===== src/rtl/maze_path_reader.sv =====
// Drains the solver's DFS direction stack (last move first), buffers it, then
// replays the moves forward from the start cell as (dir, x, y) beats on valid/ready.
module maze_path_reader #(
    parameter int DEPTH   = 256,
    parameter int COORD_W = 4,
    parameter int START_X = 0,
    parameter int START_Y = 0
) (
    input  logic               clk,
    input  logic               rst,
    input  logic               start,
    input  logic               stk_empty,
    input  logic [1:0]         stk_dout,
    output logic               stk_pop,
    output logic               out_valid,
    input  logic               out_ready,
    output logic [1:0]         out_dir,
    output logic [COORD_W-1:0] out_x,
    output logic [COORD_W-1:0] out_y,
    output logic               out_last,
    output logic               busy,
    output logic               done,
    output logic               overflow
);
    localparam int AW = (DEPTH > 1) ? $clog2(DEPTH) : 1;
    localparam int CW = AW + 1;
    localparam logic [COORD_W-1:0] SX = COORD_W'(START_X);
    localparam logic [COORD_W-1:0] SY = COORD_W'(START_Y);

    typedef enum logic [2:0] {S_IDLE, S_POP, S_CAP, S_PLAY, S_DONE} state_t;

    state_t               state_q;
    logic [CW-1:0]        cnt_q;
    logic [AW-1:0]        rd_q;
    logic [COORD_W-1:0]   pos_x_q, pos_y_q;
    logic                 valid_q, last_q, ovf_q;
    logic [1:0]           dir_q;
    logic [COORD_W-1:0]   x_q, y_q;
    logic [1:0]           buf_q [DEPTH];
    logic [AW-1:0]        rd_nxt;

    assign rd_nxt = rd_q - AW'(1);

    // Wrap-around move: coordinates are modulo 2^COORD_W, no edge checking.
    function automatic logic [2*COORD_W-1:0] step(input logic [1:0] dir,
                                                  input logic [COORD_W-1:0] x,
                                                  input logic [COORD_W-1:0] y);
        logic [COORD_W-1:0] nx, ny;
        nx = x;
        ny = y;
        case (dir)
            2'b00: ny = y - COORD_W'(1);
            2'b01: nx = x + COORD_W'(1);
            2'b10: nx = x - COORD_W'(1);
            default: ny = y + COORD_W'(1);
        endcase
        return {nx, ny};
    endfunction

    always_ff @(posedge clk or posedge rst) begin
        if (rst) begin
            state_q <= S_IDLE;
            cnt_q   <= '0;
            rd_q    <= '0;
            pos_x_q <= SX;
            pos_y_q <= SY;
            valid_q <= 1'b0;
            last_q  <= 1'b0;
            ovf_q   <= 1'b0;
            dir_q   <= '0;
            x_q     <= '0;
            y_q     <= '0;
        end else begin
            case (state_q)
                S_IDLE: if (start) begin
                    cnt_q   <= '0;
                    ovf_q   <= 1'b0;
                    pos_x_q <= SX;
                    pos_y_q <= SY;
                    state_q <= stk_empty ? S_DONE : S_POP;
                end
                S_POP: state_q <= S_CAP;
                S_CAP: begin
                    cnt_q <= cnt_q + CW'(1);
                    if (stk_empty) begin
                        // Entry just captured is the first move; present it directly.
                        state_q    <= S_PLAY;
                        rd_q       <= cnt_q[AW-1:0];
                        valid_q    <= 1'b1;
                        dir_q      <= stk_dout;
                        {x_q, y_q} <= step(stk_dout, pos_x_q, pos_y_q);
                        last_q     <= (cnt_q == '0);
                    end else if ((cnt_q + CW'(1)) == CW'(DEPTH)) begin
                        ovf_q   <= 1'b1;
                        state_q <= S_DONE;
                    end else begin
                        state_q <= S_POP;
                    end
                end
                S_PLAY: if (out_ready) begin
                    pos_x_q <= x_q;
                    pos_y_q <= y_q;
                    if (rd_q == '0) begin
                        state_q <= S_DONE;
                        valid_q <= 1'b0;
                        dir_q   <= '0;
                        x_q     <= '0;
                        y_q     <= '0;
                        last_q  <= 1'b0;
                    end else begin
                        rd_q       <= rd_nxt;
                        dir_q      <= buf_q[rd_nxt];
                        {x_q, y_q} <= step(buf_q[rd_nxt], x_q, y_q);
                        last_q     <= (rd_nxt == '0);
                    end
                end
                S_DONE: state_q <= S_IDLE;
                default: state_q <= S_IDLE;
            endcase
        end
    end

    always_ff @(posedge clk) begin
        if (state_q == S_CAP)
            buf_q[cnt_q[AW-1:0]] <= stk_dout;
    end

    assign stk_pop   = (state_q == S_POP);
    assign busy      = (state_q != S_IDLE);
    assign done      = (state_q == S_DONE);
    assign overflow  = ovf_q;
    assign out_valid = valid_q;
    assign out_dir   = dir_q;
    assign out_x     = x_q;
    assign out_y     = y_q;
    assign out_last  = last_q;
endmodule


===== config.mk =====
export PLATFORM = sky130hd
export DESIGN_NAME = maze_path_reader
export DESIGN_NICKNAME = d
export VERILOG_FILES = /design/src/rtl/maze_path_reader.sv
export SDC_FILE = /design/constraint.sdc
export NUM_CORES = 1
export LEC_CHECK = 0
export BUFFER_PORTS_ARGS = -buffer_cell sky130_fd_sc_hd__clkbuf_2
export CORE_UTILIZATION = 57
export DETAILED_ROUTE_END_ITERATION = 10
export MAX_ROUTING_LAYER = met4
export PLACE_DENSITY = 0.84
export SLEW_MARGIN = 20
export SYNTH_ARGS = -nofsm -noshare
export SYNTH_HDL_FRONTEND = slang
export SYNTH_SLANG_ARGS = --single-unit

===== constraint.sdc =====
create_clock -name clk -period 4.2 [get_ports clk]
set_input_delay 0.63 -clock clk [delete_from_list [all_inputs] [get_ports clk]]
set_output_delay 0.63 -clock clk [all_outputs]
set_load 0.05 [all_outputs]

* After elaboration in Yosys (flattened, before gate mapping)
Memory sizes are Yosys's and may differ from the RTL's.
Index checks and enable logic that the tools add are counted.
** Storage, ports and cells
- Memories :: 1
- Flip-flop bits (word level) :: 41
- Input bits :: 7
- Output and inout port bits :: 16
- Word-level logic and storage cells :: 109
- RAM bits :: 512
** Operators by class
- Eq/ne operators :: 18
- Muxes and demuxes :: 48
- Reductions and logical operators :: 21
- Add/subtract/negate cells :: 10
** Memories
- buf_q :: words 256, bits a word 2, read ports 1, clocked after Yosys merged registers in 0, write ports 1, RTL line 39 : logic [1:0] buf_q [DEPTH];
** Operators with widths (count)
- $pmux 4 s2 :: 8
- $mux 4 :: 9
- $mux 8 :: 3
- $reduce_and 4->1 :: 5
- $mux 3 :: 6
- $pmux 9 s2 :: 1
- $add 4x1->4 const B :: 4
- $logic_not 8->1 :: 2
- $pmux 8 s2 :: 1
- $sub 4x1->4 const B :: 4
- $ne 2x2->1 const B :: 7
- $pmux 3 s4 :: 1
- $mux 1 :: 11
- $add 9x1->9 const B :: 1
- $eq 9x9->1 const B :: 1
- $logic_not 9->1 :: 1
- $mux 9 :: 1
- $reduce_and 3->1 :: 3
- $sub 8x1->8 const B :: 1
- $eq 3x2->1 const B :: 2
- $mux 2 :: 3
- $pmux 1 s2 :: 3
- $reduce_bool 2->1 :: 3
- $eq 2x1->1 const B :: 2
- 11 further kinds :: 14

* Longest topological paths before layout
Gate-level depths: netlist of the first run.
An unclocked memory read counts as a cell.
- Word-level depth :: 8
- Depth in mapped cells :: 24
- Mapped depth without buffers :: 17

* Worst setup path after synthesis of the first run
Ideal clock, no wire load.
- Path kind :: reg2reg
- From :: reg rd_q[0]
- To :: reg x_q[2], in the netlist out_x[2]
- Stages on the path, launching flop included :: 24
- Path buffers :: 7
- Setup time :: 121 ps
- Data required time :: 4079 ps
- Period minus slack after synthesis :: 4651 ps
- Slack :: -451 ps
- Arrival :: 4529 ps
- Cells stage by stage :: dfrtp_1 > buf_2 > buf_4 > buf_4 > inv_2 > ha_1 > clkbuf_1 > clkbuf_1 > buf_1 > mux4_2 > nand2_1 > nand3_1 > nand4_1 > o211ai_2 > o22ai_2 > inv_1 > ha_1 > clkbuf_1 > xor2_1 > ha_1 > a21oi_1 > xor2_1 > o32ai_1 > a22o_1
** Between the ends
- Word-level cells in the longest chain between the ends :: 7
- Elaborated cells between the ends (all ways) :: 11
- Those cells by class :: add/sub: 1; eq/ne: 3; mux: 4; reduce/logical: 2; memory: 1
** RTL lines
- start: declaration :: RTL line 34 : logic [AW-1:0] rd_q;
- start signal: assignment :: RTL line 88 : rd_q <= cnt_q[AW-1:0];
- start signal: assignment :: RTL line 111 : rd_q <= rd_nxt;
- $sub 8x1->8 :: RTL line 42 : assign rd_nxt = rd_q - AW'(1);
- $mem_v2 256x2
- $eq 2x2->1 or $eq 2x1->1 (tied branches) :: RTL line 51 : case (dir)
- $pmux 4 s2 :: RTL line 51
- $mux 4 :: RTL line 103 : if (rd_q == '0) begin
- $mux 4 :: RTL line 100 : S_PLAY: if (out_ready) begin
- $pmux 4 s2 :: RTL line 74 : case (state_q)
- end signal: assignment :: RTL line 91 : {x_q, y_q} <= step(stk_dout, pos_x_q, pos_y_q);
- end signal: assignment :: RTL line 113 : {x_q, y_q} <= step(buf_q[rd_nxt], x_q, y_q);
- end: declaration :: RTL line 38 : logic [COORD_W-1:0] x_q, y_q;
Several ways; a longest one is shown, not always the timed one. The select of a mux whose other input is x is not followed.
A chain may end at the register's enable or synchronous reset.

* Final worst setup path of the first run
Ends and elaborated chain as after synthesis.

==> run metrics, run 1 <==
total grt overflow=0; minimum clock period=4.166 ns; vias=14490; DR WL/cell=26.63 um; P&R area growth vs syn=12.29%; vias in the first global route=14450; placed instance area=24800 um2; Cells after Synth=1576; Syn Std Cell Area=23920 um2; capture point of the worst reg-to-reg path=out_x[2]$_DFFE_PP0P_; pre-CTS WS=0.04526 ns; I/O Buffers=22; reg2reg start=rd_q[0]$_DFFE_PP0P_; Final Hold Fails=0; Seq/Total Area, Yosys=0.6858; pin count of the biggest net entering global routing=119; maximum fanout along the worst path=16; VDD IR max=912.3 uV; # DRC=3; Max Clock Freq=0.2400 GHz; final hold slack=0.1501 ns; Synth cell types=74; CP max stage delay=0.54 ns; Horiz. Die Dim=206.8 um; launch point of the worst path=rd_q[0]$_DFFE_PP0P_; violated checks=DRC; CP bufs+invs=3; top_reg_cell synth=edfxtp_1; # clock sinks=553; r2r setup slk=0.03 ns; critical path's top delay family=compound AO/OA/AOI/OAI gates; Async SR Flop Fraction=0.07414; Root Buffer=clkbuf_16; Worst R2R Path Depth=18; Placed Cells=2078; unrepaired setup endpoints after global routing=yes; register area=16400 um2; status=complete, but fails checks; PwrDens=824.9 nW/um2; PnR worst setup slack=0.03378 ns; yosys warns=0; initial DRC count=2133; row cnt=74; via/cell ratio=6.624; Critical Path Source Type=flop; Final Setup Violations=0; TritonCTS clock tree=built; # Max-Cap Violations=0; nets=1645; fin crit share=0.9920; final slew viol count=0; Routed WL=58.26 mm; final instance area=26850 um2; global-route wire length before repair=84.99 mm; die area=42780 um2; Avg Cell Area, Syn=15.17 um2; TritonCTS Buffers=53; critical path data arrival time=4.65 ns; Post-DRT Antenna Nets=0; area leader, netlist=edfxtp_1; crit-path cells=inv_6 -> ha_4 -> buf_4 -> nor2_1 -> mux2_4 -> mux2_4 -> a32oi_1 -> a311oi_2 -> o2bb2ai_2 -> a31oi_2 -> inv_2 -> ha_2 -> xor2_1 -> ha_1 -> a21oi_2 -> xor2_1 -> o32ai_1 -> a22o_1; HPWL Detailed=33.55 mm; post-synth top area share=0.6429; multi-input gate area in the final layout=7116 um2; worst hold path class=in -> async; H-tree depth=2; share of cells above drive strength 1=0.2018; core box area=41110 um2; synth cell count leaders=edfxtp_1, nor2_1, nand2_1; post-layout util=0.6532; Clock transition at path regs=0.06 ns; crit end category=flop; Leak=8.675 nW; Slew headroom=0.1804; Post-synth EDFFs=512; total track usage=0.2813; clk buf depth=3; Finished Layout Cells=2188; worst-case clock skew=0.02849 ns; count leader, synth=edfxtp_1; # IOs=23; Slew @ Worst Pin=1.226 ns; RePlAce Congestion=0.9525; antenna violations before repair=1; Fill cells=2698; Starting Density=0.5818; Initial DRT Pass Iterations=9; hold buffer count at CTS=0; Syn Nets=1606; Yosys reg bits=553; largest cells by area after synthesis=edfxtp_1, mux4_2, nor2_1; worst path required time=4.68 ns; Die Ht=206.8 um; worst-skew pair later-pin latency=0.62 ns; CP Class=reg -> reg; Critical Path Slowest Stage Cell=dfrtp_4
[what timing repair did]
action	4_1_cts	5_1_grt
setup endpoints to repair	0	6
gates resized for setup	0	22
setup buffers	0	11
[how the worst max path moves through the flow]
stage,end,slack (ns),cells past startpoint
floorplan,out_x[2]$_DFFE_PP0P_,0.002,23
global placement,out_x[3]$_DFFE_PP0P_,0.11,17
detailed placement,out_x[3]$_DFFE_PP0P_,0.05,19
CTS,out_y[3]$_DFFE_PP0P_,0.0002,17
global route,out_y[3]$_DFFE_PP0P_,-0.11,17
finish,out_x[2]$_DFFE_PP0P_,0.03,18
[layout make-up]
class | count | share of cell area
Sequential cell | 553 | 0.6109
Inverter | 24 | 0.003541
Antenna cell | 1 | 0.00009318
Clock buffer | 59 | 0.05023
Tap cell | 532 | 0.02479
Timing Repair Buffer | 87 | 0.02893
Clock inverter | 36 | 0.01659
Multi-Input combinational cell | 896 | 0.2650
[sequential cells by signal (all words and copies together) (netlist names)]
register	cells
buf_q	512
cnt_q	9
out_dir	2
out_last	1
out_valid	1
out_x	4
out_y	4
overflow	1
pos_x_q	4
pos_y_q	4
rd_q	8
state_q	3
[metal layers]
| metal | vias up | wire, um | global-route usage |
|---|---|---|---|
| met5 | - | 0 | - |
| met4 | 0 | 2879 | 0.1332 |
| met3 | 198 | 6659 | 0.06138 |
| met2 | 1016 | 27780 | 0.4369 |
| met1 | 7209 | 20940 | 0.3560 |
| li1 | 6071 | - | - |
[where the power goes]
part	switching [W]	leakage [nW]	internal, W
sequential	0.000243	5.14	0.00615
clock	0.00209	0.864	0.00287
combinational	0.00622	2.67	0.00457
total	0.00856	8.67	0.0136
[worst register-to-register path, cell delays in order (launching register included)]
cell	delay, ns
dfrtp_4	0.54
inv_6	0.11
ha_4	0.20
buf_4	0.13
nor2_1	0.04
mux2_4	0.28
mux2_4	0.40
a32oi_1	0.42
a311oi_2	0.20
o2bb2ai_2	0.21
a31oi_2	0.25
inv_2	0.09
ha_2	0.19
xor2_1	0.14
ha_1	0.20
a21oi_2	0.13
xor2_1	0.20
o32ai_1	0.10
a22o_1	0.24
[metrics by stage]
| step | total power, W | setup TNS, ns |
|---|---|---|
| after floorplan | 0.01302 | 0 |
| after global placement | 0.01576 | 0 |
| after detailed placement | 0.01603 | 0 |
| after CTS | 0.02099 | 0 |
| after global routing | 0.02288 | -0.2629 |
| final | 0.02215 | 0 |
[cells in the final DEF (no fill, tap or decap), types with 14 or more instances in the layout]
cell / Yosys / routed
edfxtp_1: 512 / 512
nor2_1: 293 / 293
nand2_1: 151 / 148
mux4_2: 124 / 124
clkbuf_16: 0 / 55
buf_4: 6 / 52
dfrtp_1: 41 / 40
nand3_1: 35 / 35
o21ai_0: 31 / 31
mux2i_1: 32 / 31
a21oi_1: 28 / 26
inv_1: 23 / 22
clkbuf_2: 0 / 20
ha_1: 21 / 16
a32oi_1: 15 / 14
[cell families after synthesis]
group                      Yosys count  synth area share
muxes                              159            0.1319
AOI/OAI and AO/OA                  147           0.04285
xor gates and xnor gates            24          0.009103
buffers and inverters              127           0.02328
adders and majority gates           23           0.01266
and+or+nand+nor                    543           0.09443
DFF                                553            0.6858
No activity file was read; power rests on OpenSTA's default activity.
==> run 2: changes to the inputs <==
--- a/config.mk
+++ b/config.mk
@@ -6,7 +6,7 @@
 export NUM_CORES = 1
 export LEC_CHECK = 0
 export BUFFER_PORTS_ARGS = -buffer_cell sky130_fd_sc_hd__clkbuf_2
-export CORE_UTILIZATION = 57
+export CORE_UTILIZATION = 60
 export DETAILED_ROUTE_END_ITERATION = 10
 export MAX_ROUTING_LAYER = met4
 export PLACE_DENSITY = 0.84
==> constraint.sdc (replaced) <==
create_clock -name clk -period 4.6 [get_ports clk]
set_input_delay 0.69 -clock clk [delete_from_list [all_inputs] [get_ports clk]]
set_output_delay 0.69 -clock clk [all_outputs]
set_load 0.05 [all_outputs]
==> run metrics, run 2 (same netlist as run 1, synthesis figures left out) <==
P&R area growth vs syn=11.18% (was 12.29%); # DRC=0 (was 3); final instance area=26590 um2 (was 26850 um2); r2r setup slk=0.09 ns (was 0.03 ns); critical path data arrival time=4.99 ns (was 4.65 ns); core box area=39010 um2 (was 41110 um2); most frequent cells in the layout=edfxtp_1, nor2_1, nand2_1, mux4_2, buf_4 (was edfxtp_1, nor2_1, nand2_1, mux4_2, clkbuf_16); fin crit share=0.9811 (was 0.9920); share of cells above drive strength 1=0.1947 (was 0.2018); Final Hold Fails=0 (unchanged); final slew viol count=0 (unchanged); Root Buffer=clkbuf_16 (unchanged); register area=16400 um2 (unchanged); global-route wire length before repair=88.44 mm (was 84.99 mm); # IOs=23 (unchanged); via/cell ratio=6.770 (was 6.624); worst-case clock skew=0.01866 ns (was 0.02849 ns); HPWL Detailed=35.57 mm (was 33.55 mm); commonest non-fill, non-tap cell in the layout=edfxtp_1 (unchanged); Post-DRT Antenna Nets=0 (unchanged); Initial DRT Pass Iterations=6 (was 9); H-tree depth=2 (unchanged); Die Ht=201.6 um (was 206.8 um); total track usage=0.3036 (was 0.2813); nets=1653 (was 1645); vias in the first global route=14720 (was 14450); I/O Buffers=22 (unchanged); # clock sinks=553 (unchanged); Worst R2R Path Depth=19 (was 18); hold buffer count at CTS=0 (unchanged); VDD IR max=551.4 uV (was 912.3 uV); Final Setup Violations=0 (unchanged); minimum clock period=4.513 ns (was 4.166 ns); Routed WL=59.28 mm (was 58.26 mm); maximum fanout along the worst path=20 (was 16); vias=14780 (was 14490); multi-input gate area in the final layout=7049 um2 (was 7116 um2); TritonCTS Buffers=53 (unchanged); Clock transition at path regs=0.06 ns (about the same); worst path required time=5.07 ns (was 4.68 ns); Critical Path Source Type=flop (unchanged); TritonCTS clock tree=built (unchanged); die area=40660 um2 (was 42780 um2); Starting Density=0.6131 (was 0.5818); unrepaired setup endpoints after global routing=yes (unchanged); initial DRC count=2386 (was 2133); # Max-Cap Violations=0 (unchanged); post-layout util=0.6816 (was 0.6532); CP Class=reg -> reg (unchanged); Slew headroom=0.1624 (was 0.1804); PwrDens=727.3 nW/um2 (was 824.9 nW/um2); Slew @ Worst Pin=1.253 ns (was 1.226 ns); total grt overflow=0 (unchanged); number of flip-flops in the largest register=512 (unchanged); pin count of the biggest net entering global routing=205 (was 119); worst-skew pair later-pin latency=0.61 ns (was 0.62 ns); antenna violations before repair=0 (was 1); Max Clock Freq=0.2216 GHz (was 0.2400 GHz); worst hold path class=in -> async (unchanged); clk buf depth=3 (unchanged); Fill cells=2354 (was 2698); crit end category=flop (unchanged); row cnt=72 (was 74); RePlAce Congestion=0.9452 (was 0.9525); placed instance area=24830 um2 (was 24800 um2); status=finished, final reports clean (was complete, but fails checks); Horiz. Die Dim=201.6 um (was 206.8 um); Leak=8.595 nW (was 8.675 nW); DR WL/cell=27.15 um (was 26.63 um)
[run 2: changes by cell type in the layout (fill, tap and decap cells not counted), sizes merged]
cell	delta
buf	+9
bufinv	-8
clkbuf	+4
clkinv	+5
clkinvlp	+1
inv	-2
[run 2: stage by stage]
stage	instances	total power [W]	setup slack [ns]	hold slack, ns	setup TNS, ns
global placement	2076	0.01432	0.05070	0.4688	0
floorplan	1576	0.01179	0.05376	0.4692	0
CTS	2172	0.01871	0.05828	0.2126	0
global route	2182	0.02002	-0.02639	0.2501	-0.04196
finish	2183	0.01934	0.08686	0.2141	0
detailed placement	2076	0.01458	-0.03366	0.4931	-0.04738
[run 2: worst paths after layout]
kind	start	to
max	rd_q[0]$_DFFE_PP0P_	out_y[3]$_DFFE_PP0P_
min	rst	overflow$_DFFE_PP0P_
max reg2reg	rd_q[0]$_DFFE_PP0P_	out_y[3]$_DFFE_PP0P_
min reg2reg	out_last$_DFFE_PP0P_	out_last$_DFFE_PP0P_
max in group asynchronous	rst	rd_q[0]$_DFFE_PP0P_
min in group clk	start	overflow$_DFFE_PP0P_
[run 2: routing by layer]
layer  routed length, um  vias up  track usage
li1                    -     6089            -
met1               20820     7379       0.3922
met2               28860     1086       0.4791
met3                6739      226      0.05426
met4                2862        0       0.1299
met5                   0        -            -
[run 2: what timing repair did]
action	CTS	global route
pin swaps	0	2
endpoints found under the setup margin	3	4
gates resized for setup	1	6
buffers inserted	0	8
gates cloned	0	1
[run 2: layout make-up]
| cell class | count | share of cell area |
|---|---|---|
| antenna | 1 | 0.00009411 |
| clock buffer | 64 | 0.05256 |
| clock inverter | 32 | 0.007858 |
| inverter | 24 | 0.003388 |
| multi-input combinational | 896 | 0.2651 |
| sequential | 553 | 0.6170 |
| tap | 518 | 0.02438 |
| timing repair buffer | 95 | 0.02965 |
[run 2: power breakdown]
part,internal (W),total (W),switching [W]
clock,0.00222,0.00409,0.00187
combinational,0.00389,0.00943,0.00554
sequential,0.00562,0.00582,0.000205
[run 2: critical path: stages (launching register included)]
cell and delay [ns]:
dfrtp_4 0.50, inv_2 0.07, ha_1 0.21, buf_4 0.18
xor2_4 0.27, buf_12 0.22, buf_12 0.20, mux2i_1 0.29
a32o_1 0.16, o21ai_1 0.09, a311o_1 0.43, o2bb2ai_1 0.20
a31oi_2 0.10, inv_1 0.19, ha_1 0.19, or4b_2 0.60
o221ai_1 0.13, a31oi_1 0.12, o22ai_1 0.13, a21oi_1 0.10
==> run 3: changes to the inputs <==
--- a/config.mk
+++ b/config.mk
@@ -6,10 +6,10 @@
 export NUM_CORES = 1
 export LEC_CHECK = 0
 export BUFFER_PORTS_ARGS = -buffer_cell sky130_fd_sc_hd__clkbuf_2
-export CORE_UTILIZATION = 60
+export CORE_UTILIZATION = 30
 export DETAILED_ROUTE_END_ITERATION = 10
 export MAX_ROUTING_LAYER = met4
-export PLACE_DENSITY = 0.84
+export PLACE_DENSITY = 0.52
 export SLEW_MARGIN = 20
 export SYNTH_ARGS = -nofsm -noshare
 export SYNTH_HDL_FRONTEND = slang
==> run metrics, run 3 (same netlist as run 1, synthesis figures left out) <==
Clock transition at path regs=0.07 ns (was 0.06 ns); # Max-Cap Violations=0 (unchanged); row cnt=103 (was 72); total grt overflow=0 (unchanged); worst-case clock skew=0.02683 ns (was 0.01866 ns); status=finished, final reports clean (unchanged); VDD IR max=518.9 uV (was 551.4 uV); worst hold path class=in -> async (unchanged); fin crit share=0.9580 (was 0.9811); most frequent cells in the layout=edfxtp_1, nor2_1, nand2_1, mux4_2, clkbuf_16 (was edfxtp_1, nor2_1, nand2_1, mux4_2, buf_4); Horiz. Die Dim=284.3 um (was 201.6 um); final slew viol count=0 (unchanged); die area=80850 um2 (was 40660 um2); Slew headroom=0.2213 (was 0.1624); capture point of the worst reg-to-reg path=out_x[2]$_DFFE_PP0P_ (was out_y[3]$_DFFE_PP0P_); Pwr Total=0.01971 W (was 0.01934 W); commonest non-fill, non-tap cell in the layout=edfxtp_1 (unchanged); Max Clock Freq=0.2269 GHz (was 0.2216 GHz); worst path required time=5.11 ns (was 5.07 ns); H-tree depth=2 (unchanged); total track usage=0.1614 (was 0.3036); share of cells above drive strength 1=0.1890 (was 0.1947); pin count of the biggest net entering global routing=241 (was 205); vias=13950 (was 14780); RePlAce Congestion=0.8778 (was 0.9452); Final Hold Fails=0 (unchanged); antenna violations before repair=1 (was 0); initial DRC count=1449 (was 2386); # DRC=0 (unchanged); minimum clock period=4.407 ns (was 4.513 ns); Slew @ Worst Pin=1.168 ns (was 1.253 ns); r2r setup slk=0.19 ns (was 0.09 ns); clk buf depth=3 (unchanged); P&R area growth vs syn=14.57% (was 11.18%); DR WL/cell=23.42 um (was 27.15 um); Worst R2R Path Depth=17 (was 19); nets=1644 (was 1653); critical path data arrival time=4.92 ns (was 4.99 ns); Routed WL=63.54 mm (was 59.28 mm); Final Setup Violations=0 (unchanged); Critical Path Source Type=flop (unchanged); crit end category=flop (unchanged); global-route wire length before repair=94.59 mm (was 88.44 mm); I/O Buffers=22 (unchanged); Die Ht=284.3 um (was 201.6 um); Root Buffer=clkbuf_16 (unchanged); PwrDens=719.3 nW/um2 (was 727.3 nW/um2); worst-skew pair later-pin latency=0.64 ns (was 0.61 ns); HPWL Detailed=38.00 mm (was 35.57 mm); unrepaired setup endpoints after global routing=no (was yes); # clock sinks=553 (unchanged); via/cell ratio=5.142 (was 6.770); Initial DRT Pass Iterations=5 (was 6); maximum fanout along the worst path=22 (was 20); core box area=78870 um2 (was 39010 um2); reg2reg start=rd_q[0]$_DFFE_PP0P_ (unchanged); Leak=8.648 nW (was 8.595 nW); # IOs=23 (unchanged); number of flip-flops in the largest register=512 (unchanged); Post-DRT Antenna Nets=0 (unchanged); vias in the first global route=14170 (was 14720); TritonCTS clock tree=built (unchanged); Fin Setup TNS=0 ns (unchanged); TritonCTS Buffers=56 (was 53); CP Class=reg -> reg (unchanged); Starting Density=0.3032 (was 0.6131)
run 3: area by class of cell:
class,count,area [um2]
Antenna cell,2,5.005
Clock buffer,65,1435
Clock inverter,40,396.6
Fill cell,7567,51470
Inverter,24,90.09
Multi-Input combinational cell,896,7012
Sequential cell,553,16410
Tap cell,1050,1314
Timing Repair Buffer,83,740.7
run 3: layer usage:
layer  vias to the layer above  GRT usage  routed length, um
met5                         -          -                  0
met4                         0    0.05309               1673
met3                       107    0.02978               3926
met2                       442     0.2458              29580
met1                      7309     0.2174              28360
li1                       6093          -                  -
run 3: power breakdown:
part	internal (W)	switching, W
Clock	0.00258	0.00200
Combinational	0.00381	0.00550
Sequential	0.00562	0.000211
Total	0.0120	0.00770
run 3: metrics by stage:
step | setup WS [ns] | cell area (um2) | hold WS, ns | std cells | utilization
after floorplan | 0.05376 | 23920 | 0.4692 | 1576 | -
after global placement | 0.2087 | 25480 | 0.4856 | 2600 | 0.3231
after detailed placement | 0.2144 | 25480 | 0.5040 | 2600 | 0.3231
after CTS | 0.1907 | 27310 | 0.1782 | 2705 | 0.3463
after global routing | 0.01076 | 27400 | 0.2551 | 2712 | 0.3474
final | 0.1932 | 27400 | 0.1821 | 2713 | 0.3474
run 3: timing repair:
item	CTS	global route
setup endpoints to repair	0	4
setup buffers	0	4
resized for setup	0	5
hold buffers	0	0
run 3: worst max-delay path by stage:
stage | cells past startpoint | slack [ns] | end | startpoint
6_report | 17 | 0.19 | out_x[2]$_DFFE_PP0P_ | rd_q[0]$_DFFE_PP0P_
5_1_grt | 17 | 0.01 | out_x[2]$_DFFE_PP0P_ | rd_q[0]$_DFFE_PP0P_
4_1_cts | 18 | 0.19 | out_y[3]$_DFFE_PP0P_ | rd_q[1]$_DFFE_PP0P_
3_5_place_dp | 18 | 0.21 | out_y[3]$_DFFE_PP0P_ | rd_q[1]$_DFFE_PP0P_
3_3_place_gp | 19 | 0.21 | out_y[2]$_DFFE_PP0P_ | rd_q[0]$_DFFE_PP0P_
2_1_floorplan | 23 | 0.05 | out_x[2]$_DFFE_PP0P_ | rd_q[0]$_DFFE_PP0P_
run 3: critical path, cell delays in order, from the launching register on:
cell,delay (ns)
dfrtp_4,0.48
inv_2,0.05
buf_4,0.20
ha_4,0.39
buf_4,0.38
mux4_2,0.27
nand2_1,0.11
a32oi_1,0.46
nand4_1,0.18
a31oi_2,0.32
inv_1,0.16
ha_1,0.25
xor2_1,0.15
ha_1,0.18
a21oi_1,0.15
xor2_1,0.21
o32ai_1,0.10
a22o_1,0.24
